## src/rtl/stream_demux_n.sv

```systemverilog
// Registered 1-to-N stream demultiplexer: unicast or broadcast of one input word
// into per-channel one-entry slots with valid/ready handshakes and drop accounting.
module stream_demux_n #(
  parameter int W  = 8,
  parameter int N  = 4,
  parameter int SW = 2
) (
  input  logic           clk,
  input  logic           reset_n,
  input  logic           en,
  input  logic           in_valid,
  output logic           in_ready,
  input  logic [W-1:0]   in_data,
  input  logic [SW-1:0]  in_sel,
  input  logic           in_bcast,
  output logic [N-1:0]   out_valid,
  input  logic [N-1:0]   out_ready,
  output logic [N*W-1:0] out_data,
  output logic [7:0]     drop_cnt
);

  if (SW != $clog2(N) || N < 2 || N > 16 || W < 1) begin : g_param_check
    $error("stream_demux_n: need W>=1, 2<=N<=16 and SW == clog2(N)");
  end

  localparam int unsigned NCH = N;

  logic [N-1:0]         free;
  logic [(1<<SW)-1:0]   free_ext;
  logic                 sel_ok;
  logic                 xfer;
  logic                 drop;
  logic [N-1:0]         load;

  assign free   = ~out_valid | out_ready;
  assign sel_ok = 32'(in_sel) < NCH;
  assign xfer   = in_valid & in_ready;
  assign drop   = xfer & ~in_bcast & ~sel_ok;

  // Pad to the full select range so in_sel can index without going out of bounds.
  always_comb begin
    free_ext         = '0;
    free_ext[N-1:0]  = free;
  end

  always_comb begin
    in_ready = 1'b0;
    if (en) begin
      if (in_bcast)    in_ready = &free;
      else if (sel_ok) in_ready = free_ext[in_sel];
      else             in_ready = 1'b1;
    end
  end

  always_comb begin
    load = '0;
    for (int unsigned i = 0; i < NCH; i++) begin
      load[i] = xfer & (in_bcast | (sel_ok & (32'(in_sel) == i)));
    end
  end

  // A load wins over a drain in the same cycle, keeping valid high for back-to-back words.
  always_ff @(posedge clk or negedge reset_n) begin
    if (!reset_n) begin
      out_valid <= '0;
      out_data  <= '0;
      drop_cnt  <= '0;
    end else begin
      for (int unsigned i = 0; i < NCH; i++) begin
        if (load[i]) begin
          out_valid[i]          <= 1'b1;
          out_data[i*W +: W]    <= in_data;
        end else if (out_ready[i]) begin
          out_valid[i]          <= 1'b0;
        end
      end
      if (drop && drop_cnt != 8'hFF) drop_cnt <= drop_cnt + 8'd1;
    end
  end

endmodule

```

## config.mk

```make
export PLATFORM = sky130hd
export DESIGN_NAME = stream_demux_n
export DESIGN_NICKNAME = d
export VERILOG_FILES = /design/src/rtl/stream_demux_n.sv
export SDC_FILE = /design/constraint.sdc
export NUM_CORES = 1
export LEC_CHECK = 0
export BUFFER_PORTS_ARGS = -buffer_cell sky130_fd_sc_hd__buf_2
export CAP_MARGIN = 0
export CORE_AREA = 3 3 60 73
export CTS_CLUSTER_SIZE = 10
export DETAILED_ROUTE_END_ITERATION = 10
export DIE_AREA = 0 0 63 76
export PLACE_DENSITY = 0.7
export SYNTH_ARGS = -nofsm -noshare
export SYNTH_HDL_FRONTEND = slang
export SYNTH_SLANG_ARGS = --single-unit
```

## constraint.sdc

```tcl
create_clock -name clk -period 1.57 [get_ports clk]
set_input_delay 0.157 -clock clk [delete_from_list [all_inputs] [get_ports clk]]
set_output_delay 0.157 -clock clk [all_outputs]
set_load 0.02 [all_outputs]
```

* After elaboration in Yosys (flattened, before gate mapping)
Index checks and enable logic that the tools add are counted.
** Word-level totals
- Register bits after elaboration :: 36
- Input port bits :: 19
- Output and inout bits :: 45
** Cells by class
- Magnitude comparators :: 1
- Eq/ne operators :: 3
- Multiplexer cells :: 12
- Bitwise operators :: 11
- Reduce and logical (&&, ||, !) cells :: 6
** Operator list (number)
- $mux 1 :: 11
- $reduce_bool 2->1 :: 4
- $and 1x1->1 :: 5
- $eq 2x2->1 const B :: 2
- $not 4->4 :: 1
- $or 1x1->1 :: 4
- $or 4x4->4 :: 1
- $reduce_and 4->1 :: 1
- $lt 2x3->1 const B :: 1
- $bmux 1 s2 :: 1
- $eq 2x1->1 const B :: 1
- $logic_not 2->1 :: 1

* Depth between registers and ports, before layout
- Word-level depth :: 9
- Gate-level depth with buffers :: 5
- Gate-level depth less buffers :: 5

* Least setup slack after synthesis
No wires, ideal clock.
- Path type :: register -> register
- From :: register out_valid[1]
- To :: register out_data[16]
- Setup time :: 0.125 ns
- Arrival :: 1.684 ns
- Required time :: 1.445 ns
- Path slack :: -0.239 ns
- Cell stages (with the launch flop) :: 6
- Period minus slack after synthesis :: 1.809 ns
- Cell sequence :: dfrtp_1 nor2b_1 o21ai_2 nand3_4 nor4_4 mux2_2
** Between the ends
- Word-level cells in the longest chain between the ends :: 8
- Elaborated cells on any way between the ends :: 9
- Classes of those cells :: mux: 4; bitwise: 4; reduce/logical: 1
** RTL lines
- start, declared :: line 16 : output logic [N-1:0] out_valid,
- start signal, assigned :: line 65 : out_valid <= '0;
- start signal, assigned by index :: line 71 : out_valid[i] <= 1'b1;
- start signal, assigned by index :: line 74 : out_valid[i] <= 1'b0;
- $not 4->4 (*) :: line 35 : assign free = ~out_valid | out_ready;
- $or 4x4->4 (*) :: line 35
- $bmux 1 s2 :: line 50 : else if (sel_ok) in_ready = free_ext[in_sel];
- $mux 1 (implied by the code) :: line 50
- $mux 1 (*) :: line 49 : if (in_bcast) in_ready = &free;
- $mux 1 (*) :: line 48 : if (en) begin
- $and 1x1->1 (*) :: line 37 : assign xfer = in_valid & in_ready;
- $and 1x1->1 (*) :: line 58 : load[i] = xfer & (in_bcast | (sel_ok & (32'(in_sel) == i)));
- end signal, assigned by index :: line 72 : out_data[i*W +: W] <= in_data;
- end, declared :: line 18 : output logic [N*W-1:0] out_data,
Mark *: on every way between the ends. The rest lies on a longest branch, timed or not. The select of a mux whose other input is x is not followed.
A chain may end at the register's enable or synchronous reset.

* Final worst setup path
- From :: register out_valid[1]
- To :: register out_data[31]
Same word-level chain as after synthesis.

==> results.json <==
{
  "synth.area.top_cells": "dfrtp_1 58%, mux2_2 23%, buf_4 3.9%",
  "p_leak_nw": 1.11,
  "violations": "negative setup slack",
  "grt_max_degree": 37,
  "post-cts-setup-buffer-count": 0,
  "portBuffers": 55,
  "path_max_fanout": 9,
  "io_pins": 64,
  "place_area_sq_um": 2080,
  "start_util_pct": 41.9,
  "hold_path.class": "in2reg",
  "globalRouteMet1Util_pct": 19.1,
  "rsz0062_at_grt": "true",
  "viasPerCell": 4.71,
  "status": "complete, but fails checks",
  "cp-start-kind": "flop",
  "whs_ps": 148,
  "slew_violations": 0,
  "wirelength_microns": 3780,
  "core_area_sq_um": 3690,
  "layout.nets": 195,
  "cts_tree": "done",
  "crit_arrival_ps": 1810,
  "hold-path-cell-count": 2,
  "wl_per_cell_microns": 16.5,
  "path_clk_slew_ps": 70,
  "gp_congestion": 0.875,
  "busiest_layer": "met2",
  "cts_root_buffer": "clkbuf_8",
  "clock_latency_ps": 290,
  "antenna_left": 0,
  "maxCapViolCount": 0,
  "synth_top_area_cell": "dfrtp_1",
  "setup_violations": 33,
  "fin_crit_ps": 1640,
  "synth_edf_count": 0,
  "max_freq_mhz": 611,
  "crit_path_end_kind": "flop",
  "hold_viol": 0,
  "netlist.area_leader.share_pct": 58.2,
  "fillers": 321,
  "diodes": 0,
  "drive_above_1_share_pct": 66.1,
  "area_growth_pct": 43.4,
  "synthCells": 104,
  "skew_ps": 3.89,
  "netlist_area_sq_um": 1550,
  "die-area_sq_um": 4790,
  "setup_ws_ps": -66.1,
  "firstDrtPassIters": 4,
  "grt_overflow": 0,
  "drtIter0Drc": 26,
  "layout_commonest_cell": "buf_2",
  "grt_pass1_wl_microns": 6200,
  "mostFrequentLayoutCells": "54 x buf_2, 35 x dfrtp_1, 32 x mux2_4, 8 x conb_1, 6 x clkbuf_8",
  "slew_headroom_pct": 47.0,
  "grtUsageTotal_pct": 16.9,
  "final_area_sq_um": 2220,
  "total_power_mw": 3.19,
  "fp.dieW_microns": 63,
  "p_per_area_nw_per_um2": 1440,
  "synth_area_per_cell_sq_um": 14.9,
  "cts.sink_count": 36,
  "clockBufferDepth": 2,
  "antenna_found_initial": 0,
  "use_met2_pct": 29.1,
  "crit_required_ps": 1740,
  "cts_buffers": 5,
  "grt_pass1_vias": 1215,
  "rows": 24,
  "worst_slew_pin_slew_ps": 795,
  "dieHeight_microns": 76,
  "yosys_register_bits": 36,
  "drc": 0,
  "path_class": "reg2reg",
  "vias": 1078,
  "yosysWarningCount": 0,
  "ys_types": 20,
  "peakVddDrop_mv": 0.869,
  "reg2reg_depth": 7,
  "ys_seq_area_share_pct": 58.2,
  "post-dp-hpwl_microns": 2640,
  "fin_crit_sh_pct": 104,
  "synth-main-ff-cell": "dfrtp_1",
  "async_flop_share_pct": 100,
  "htreeDepth": 2,
  "use_met3_pct": 5.60
}
## critical path, cell delays in order, from the launching register on
cell and delay, ps:
dfrtp_2 400, nor2b_4 130, o21ai_2 70, nand3_4 120, buf_4 170, nor3_4 160
buf_12 180, mux2_4 310
## flip-flops by register name, summed over array words and instances, names as in the netlist
| register | cells |
|---|---|
| out_valid | 4 |
| out_data | 32 |
## layout make-up
type / count / area [sq um] / area share, %
multi-input cells: 64 / 741 / 33.4
well taps: 52 / 65.1 / 2.93
inverters: 3 / 11.3 / 0.507
repair buffers: 66 / 412 / 18.5
clock buffers: 8 / 90.1 / 4.06
flip-flops and latches: 36 / 902 / 40.6
## synthesized netlist by cell type, types with 2 or more instances
master / n
dfrtp_1: 36
mux2_2: 32
buf_4: 8
inv_1: 3
nand2_1: 3
nor2b_1: 3
nor3_4: 3
a21o_1: 2
o21ai_2: 2
or2_2: 2
## power by group
part	total, mW	switching, mW	internal, mW	leakage [nW]
sequential	1.32	0.143	1.17	0.429
clock	0.677	0.319	0.358	0.0455
combinational	1.19	0.628	0.567	0.638
total	3.19	1.09	2.10	1.11
## stage by stage
| stage | instances | setup WS (ps) | TNS, ps | util [%] |
|---|---|---|---|---|
| after floorplan | 111 | -219 | -5000 | - |
| after global placement | 220 | -23.2 | -269 | 56.3 |
| after detailed placement | 220 | -103 | -1780 | 56.3 |
| after CTS | 229 | -88.8 | -1660 | 60.1 |
| after global routing | 229 | -123 | -3040 | 60.1 |
| final | 229 | -66.1 | -1130 | 60.1 |
## kinds of logic after synthesis
group	count (synthesis)	share of synthesized area (%)
multiplexers	32	23.3
AO/OA/AOI/OAI	8	4.04
other	1	0.242
buffers and inverters	11	4.60
flip-flops	36	58.2
AND/OR/NAND/NOR	16	9.69
## per-layer routing
metal,up-vias,part of all wire (%)
met2,49,51
li1,487,-
met5,-,0
met4,0,2.1
met3,9,7.1
met1,533,39
## final timing paths
path	startpoint	endpoint	slack, ps
setup reg to reg	out_valid[1]	out_data[31]	-70
max in group asynchronous	reset_n	out_valid[1]	530
setup / recovery	out_valid[1]	out_data[31]	-70
min in group asynchronous	reset_n	out_data[3]	490
hold reg to reg	out_data[0]	out_data[0]	510
hold / removal	in_data[1]	out_data[17]	150
## repair_timing
item / CTS / global route
pin swaps: 3 / 0
setup endpoints to repair: 33 / 33
hold buffers: 1 / 0
gates resized for setup: 11 / 1
hold endpoints to repair: 36 / 0
Power figures use the tool's default switching activity.
